[src/rtl/char_msg_pkg.sv]
// Shared constants and state encoding for the text-overlay message scheduler.
package char_msg_pkg;

  localparam int ROWS         = 16;
  localparam int COLS         = 16;
  localparam int CODE_W       = 7;
  localparam int BLINK_PERIOD = 16;

  localparam logic [CODE_W-1:0] SPACE_CODE = 7'h20;

  typedef logic [1:0] state_t;

  localparam state_t ST_IDLE  = 2'd0;
  localparam state_t ST_CLEAR = 2'd1;
  localparam state_t ST_LOAD  = 2'd2;
  localparam state_t ST_SHOW  = 2'd3;

endpackage

[src/rtl/char_msg_sched_char_buf_ram.sv]
// 256x7 character buffer: one write port, one registered read port (BRAM/LUTRAM style).
module char_buf_ram
  import char_msg_pkg::*;
(
  input  logic              clk,
  input  logic              rst_n,
  input  logic              we,
  input  logic [7:0]        waddr,
  input  logic [CODE_W-1:0] wdata,
  input  logic [7:0]        raddr,
  output logic [CODE_W-1:0] rdata
);

  logic [CODE_W-1:0] mem [0:ROWS*COLS-1];

  always_ff @(posedge clk) begin
    if (we) mem[waddr] <= wdata;
  end

  // Only the read register is reset; the array itself keeps its contents.
  always_ff @(posedge clk or negedge rst_n) begin
    if (!rst_n) rdata <= '0;
    else        rdata <= mem[raddr];
  end

endmodule

[src/rtl/char_msg_sched.sv]
// Round-robin message scheduler: clears the char buffer, loads a ROM message, shows it for N frames.
// Optional blinking display in SHOW is enabled by defining CHAR_MSG_BLINK_EN.
module char_msg_sched
  import char_msg_pkg::*;
#(
  parameter int                NUM_REQ     = 4,
  parameter int                MSG_LEN     = 16,
  parameter int                MSG_ROW     = 0,
  parameter int                HOLD_FRAMES = 120,
  parameter logic [CODE_W-1:0] SPACE_CODE  = char_msg_pkg::SPACE_CODE
) (
  input  logic                        clk,
  input  logic                        rst_n,
  input  logic [NUM_REQ-1:0]          req,
  output logic [NUM_REQ-1:0]          ack,
  output logic                        done,
  output logic                        busy,
  input  logic                        vsync_in,
  output logic [$clog2(NUM_REQ)+3:0]  msg_rom_addr,
  input  logic [CODE_W-1:0]           msg_rom_data,
  input  logic [7:0]                  char_yx,
  output logic [CODE_W-1:0]           char_code,
  output logic                        enable,
  output state_t                      dbg_state
);

  localparam int GW = $clog2(NUM_REQ);
  localparam int FW = $clog2(HOLD_FRAMES + 1);
  localparam int LW = $clog2(MSG_LEN + 1);

  state_t            state;
  logic [7:0]        clr_cnt;
  logic [LW-1:0]     load_cnt;
  logic [FW-1:0]     frame_cnt;
  logic [GW-1:0]     rr;
  logic [GW-1:0]     gidx;
  logic [GW-1:0]     grant;
  logic [GW-1:0]     rr_next;
  logic              any_req;
  logic              vsync_d;
  logic              vs_rise;
  logic              last_frame;
  logic              we;
  logic [7:0]        waddr;
  logic [CODE_W-1:0] wdata;
`ifdef CHAR_MSG_BLINK_EN
  logic              blink;
`endif

  // Scan downward so the lowest offset from rr overwrites the others and wins.
  always_comb begin
    int idx;
    idx     = 0;
    grant   = '0;
    any_req = 1'b0;
    for (int i = NUM_REQ - 1; i >= 0; i--) begin
      idx = int'(rr) + i;
      if (idx >= NUM_REQ) idx = idx - NUM_REQ;
      if (req[idx]) begin
        grant   = GW'(idx);
        any_req = 1'b1;
      end
    end
  end

  assign rr_next = (grant == GW'(NUM_REQ - 1)) ? '0 : grant + 1'b1;

  always_comb begin
    ack = '0;
    if (state == ST_IDLE && any_req) ack[grant] = 1'b1;
  end

  assign vs_rise    = vsync_in & ~vsync_d;
  assign last_frame = vs_rise && (frame_cnt == FW'(HOLD_FRAMES - 1));
  assign done       = (state == ST_SHOW) && last_frame;
  assign busy       = (state != ST_IDLE);
  assign dbg_state  = state;

`ifdef CHAR_MSG_BLINK_EN
  assign enable = (state == ST_SHOW) & blink;
`else
  assign enable = (state == ST_SHOW);
`endif

  // ROM data lags its address by one cycle, so LOAD step k writes column k-1.
  assign msg_rom_addr = (state == ST_LOAD) ? {gidx, 4'(load_cnt)} : '0;

  always_comb begin
    we    = 1'b0;
    waddr = clr_cnt;
    wdata = SPACE_CODE;
    if (state == ST_CLEAR) begin
      we = 1'b1;
    end else if (state == ST_LOAD && load_cnt != '0) begin
      we    = 1'b1;
      waddr = {4'(MSG_ROW), 4'(load_cnt - 1'b1)};
      wdata = msg_rom_data;
    end
  end

  always_ff @(posedge clk or negedge rst_n) begin
    if (!rst_n) begin
      state     <= ST_IDLE;
      rr        <= '0;
      gidx      <= '0;
      clr_cnt   <= '0;
      load_cnt  <= '0;
      frame_cnt <= '0;
      vsync_d   <= 1'b0;
`ifdef CHAR_MSG_BLINK_EN
      blink     <= 1'b1;
`endif
    end else begin
      vsync_d <= vsync_in;
      case (state)
        ST_IDLE: begin
          if (any_req) begin
            gidx    <= grant;
            rr      <= rr_next;
            clr_cnt <= '0;
            state   <= ST_CLEAR;
          end
        end
        ST_CLEAR: begin
          clr_cnt <= clr_cnt + 1'b1;
          if (clr_cnt == 8'hFF) begin
            load_cnt <= '0;
            state    <= ST_LOAD;
          end
        end
        ST_LOAD: begin
          if (load_cnt == LW'(MSG_LEN)) begin
            frame_cnt <= '0;
`ifdef CHAR_MSG_BLINK_EN
            blink     <= 1'b1;
`endif
            state     <= ST_SHOW;
          end else begin
            load_cnt <= load_cnt + 1'b1;
          end
        end
        ST_SHOW: begin
          if (vs_rise) begin
            frame_cnt <= frame_cnt + 1'b1;
`ifdef CHAR_MSG_BLINK_EN
            if ((int'(frame_cnt) + 1) % BLINK_PERIOD == 0) blink <= ~blink;
`endif
            if (last_frame) state <= ST_IDLE;
          end
        end
        default: state <= ST_IDLE;
      endcase
    end
  end

  char_buf_ram u_buf (
    .clk   (clk),
    .rst_n (rst_n),
    .we    (we),
    .waddr (waddr),
    .wdata (wdata),
    .raddr (char_yx),
    .rdata (char_code)
  );

endmodule

[config.mk]
export PLATFORM = sky130hd
export DESIGN_NAME = char_msg_sched
export DESIGN_NICKNAME = d
export VERILOG_FILES = /design/src/rtl/char_msg_pkg.sv /design/src/rtl/char_msg_sched_char_buf_ram.sv /design/src/rtl/char_msg_sched.sv
export SDC_FILE = /design/constraint.sdc
export NUM_CORES = 2
export LEC_CHECK = 0
export CORE_ASPECT_RATIO = 1.75
export CORE_MARGIN = 3
export CORE_UTILIZATION = 61
export CTS_CLUSTER_DIAMETER = 150
export CTS_CLUSTER_SIZE = 14
export DETAILED_ROUTE_END_ITERATION = 16
export GPL_TIMING_DRIVEN = 0
export PLACE_DENSITY_LB_ADDON = 0.2
export SYNTH_ARGS = -nofsm -noshare
export SYNTH_HDL_FRONTEND = slang
export SYNTH_SLANG_ARGS = --single-unit
[constraint.sdc]
create_clock -name clk -period 7.1 [get_ports clk]
set_input_delay 1.065 -clock clk [delete_from_list [all_inputs] [get_ports clk]]
set_output_delay 1.065 -clock clk [all_outputs]
set_load 0.01 [all_outputs]
==> out/summary.txt <==
status -> finished, violations left
failing checks -> max-capacitance violations, max-slew violations
Post-Syn Area -> 71700 um2
Max-Cap Viols -> 6
RSZ-0062 raised after global routing -> no
# Post-CTS Setup Buffers -> 0
clk_skew -> 0.0303 ns
Die Ht -> 460 um
GRT overflow -> 0
RePlAce Congestion -> 0.986
Core Box Area -> 116000 um2
drt drc -> 0
Hold-fix buffers, CTS -> 0
vias in the first global route -> 38.6k
crit path time final -> 6.00 ns
starting DRC count in detailed routing -> 5880
Max Slew Vio Count -> 67
layout cells sized above 1 -> 0.196
CTS buffer count -> 148
asr flop ratio synth -> 0.0186
Syn Nets -> 3595
Rows -> 165
Worst-Skew Late Latency -> 0.79 ns
starting density of the core -> 0.618
Clock Tree Buf Depth -> 3
Slew @ Worst Pin -> 1.68 ns
vias -> 38.7k
r2r startpoint -> load_cnt[0]
crit path DAT -> 6.70 ns
Max H-tree Level -> 4
Clock Sinks -> 1826
full die area -> 122000 um2
# IOs -> 44
worst-path maximum fanout -> 11
Routed WL -> 219000 um
HPWL after DPL -> 149000 um
final net count -> 3809
antenna violation net count after detailed routing -> 0
Layout Area Growth over Synthesis -> 9.67%
Hold Path Class -> input pin to async pin
Mean Syn Cell Area -> 20.1 um2
Seq/Total Area, Yosys -> 0.762
Req. time, crit path -> 7.80 ns
post_cts resized -> 0
Global Route Usage Sum -> 0.367
Post-synth EDFFs -> 1792
Critical Path Source -> char_yx[2]
largest net degree at the start of global routing -> 97
ys flop type -> edfxtp_1
antenna violations before repair -> 14
global-route wire length before repair -> 300000 um
Wirelength per Cell -> 41.0 um
Peak Freq -> 167 MHz
CTS root buffer -> clkbuf_16
final setup fails -> 0
cell taking the most area after synthesis -> edfxtp_1
Initial DRT Pass Iterations -> 7
fin crit share -> 0.845
post-DR vias/cell -> 7.26
flops & latches, synth -> 1826
Hold Vio Cnt, Final -> 0
Slew HR -> -0.122
Worst-path clk slew -> 0.07 ns
die width -> 265 um
yosys warns -> 0
power density over the cells -> 252 nW/um2
Unique masters post-synth -> 63
Gate Count Post-Synth -> 3559
kind of critical path -> input pin to flop
Post-Route Setup TNS -> 0 ns
ranking of synthesized cells by area -> edfxtp_1, mux4_2, mux2i_1
Critical Path Source Type -> input pin
Setup crit end kind -> flop
CTS tree -> yes
maximum VDD drop -> 0.000227 V
final core area utilization -> 0.678
Yosys top cell area share -> 0.751
Leak -> 27.4 nW
input/output buffers -> 39
sequential cells by signal, indices dropped and copies added, names as in the netlist:
name / flops
u_buf.mem: 1792
clr_cnt: 8
frame_cnt: 7
u_buf.rdata: 7
load_cnt: 5
dbg_state: 2
gidx: 2
rr: 2
vsync_d: 1
placed cells by master, fill, tap and decap left out, drive strengths merged, types with 7 or more instances in the layout:
master,instances
edfxtp,1792
mux4,397
nor2,301
clkbuf,263
buf,147
mux2i,136
nand2,116
a22oi,67
o22ai,57
a21oi,56
nand3,42
clkdlybuf4s50,38
o21ai,36
o221ai,35
dfrtp,34
and2,29
a211oi,26
mux2,25
inv,25
diode,17
nor3,17
or4,15
nand4,14
ha,14
a31oi,13
a32o,11
or3,10
nor2b,10
nand2b,10
xor2,9
a211o,7
worst paths after layout:
check | endpoint | slack [ns] | cells past startpoint
hold reg to reg | gidx[0] | 0.49 | 2
setup reg to reg | u_buf.mem[100][5] | 2.35 | 9
max in group asynchronous | u_buf.rdata[1] | 6.47 | 2
hold / removal | frame_cnt[2] | 0.14 | 1
setup / recovery | u_buf.rdata[2] | 1.10 | 10
min in group clk | gidx[0] | 0.49 | 2
report_power, final:
| group | switching [mW] | leakage [nW] | internal [mW] |
|---|---|---|---|
| clock | 3.59 | 1.94 | 3.86 |
| sequential | 0.00303 | 19.7 | 11.6 |
| combinational | 0.534 | 5.76 | 0.212 |
| total | 4.13 | 27.4 | 15.7 |
synthesized netlist by cell type (17+ instances only):
| cell type | n |
|---|---|
| o21ai_0 | 34 |
| a22oi_1 | 67 |
| edfxtp_1 | 1792 |
| clkbuf_1 | 82 |
| buf_2 | 70 |
| nand2_1 | 116 |
| dfrtp_1 | 34 |
| nor2_1 | 301 |
| o221ai_1 | 35 |
| mux2_2 | 25 |
| buf_6 | 26 |
| a21oi_1 | 56 |
| o22ai_1 | 57 |
| mux4_2 | 397 |
| mux2i_1 | 134 |
| nor3_1 | 17 |
| a211oi_1 | 26 |
| nand3_1 | 42 |
| and2_1 | 28 |
| inv_1 | 17 |
worst max-delay path: stages:
cell and delay (ns):
clkdlybuf4s50_1 0.65, buf_2 0.36, buf_2 0.38, buf_2 0.50
clkbuf_1 1.26, nand2_1 0.75, o221ai_1 0.96, a211oi_1 0.33
nor2_1 0.19, a32o_1 0.22
logic make-up after synthesis:
family	Yosys count	synth area share
flops	1826	0.762
simple gates	595	0.0375
mux	558	0.148
compound gates	330	0.0314
buf+inv	223	0.0168
fa+ha+maj	14	0.00244
xor+xnor	13	0.00159
stage by stage:
step / cell area, um2 / power, mW / cells / worst slack (ns) / hold WS, ns
after floorplan: 71700 / 12.2 / 3559 / 1.33 / 0.439
after global placement: 74000 / 12.6 / 5101 / -2.77 / 0.467
after detailed placement: 74600 / 12.6 / 5125 / 0.862 / 0.466
after CTS: 78600 / 19.8 / 5311 / 1.69 / 0.104
after global routing: 78600 / 20.2 / 5313 / 1.38 / 0.129
final: 78600 / 19.8 / 5329 / 1.10 / 0.143
metal layers:
layer | up-vias | GRT usage | part of all wire
li1 | 14995 | - | -
met1 | 19747 | 0.424 | 0.31
met2 | 3099 | 0.573 | 0.48
met3 | 818 | 0.0972 | 0.11
met4 | 4 | 0.315 | 0.11
met5 | - | 0 | 0.00013
layout make-up:
cell class | count | area (um2)
diodes | 17 | 42.5
plain buffers | 203 | 1140
clock buffers | 181 | 3930
clock inverters | 5 | 43.8
fillers | 7386 | 37400
inverters | 20 | 75.1
multi-input cells | 1510 | 15800
flip-flops and latches | 1826 | 54700
well taps | 1503 | 1880
repair buffers | 64 | 1000
Note: power is estimated with default switching activity, not from simulation.
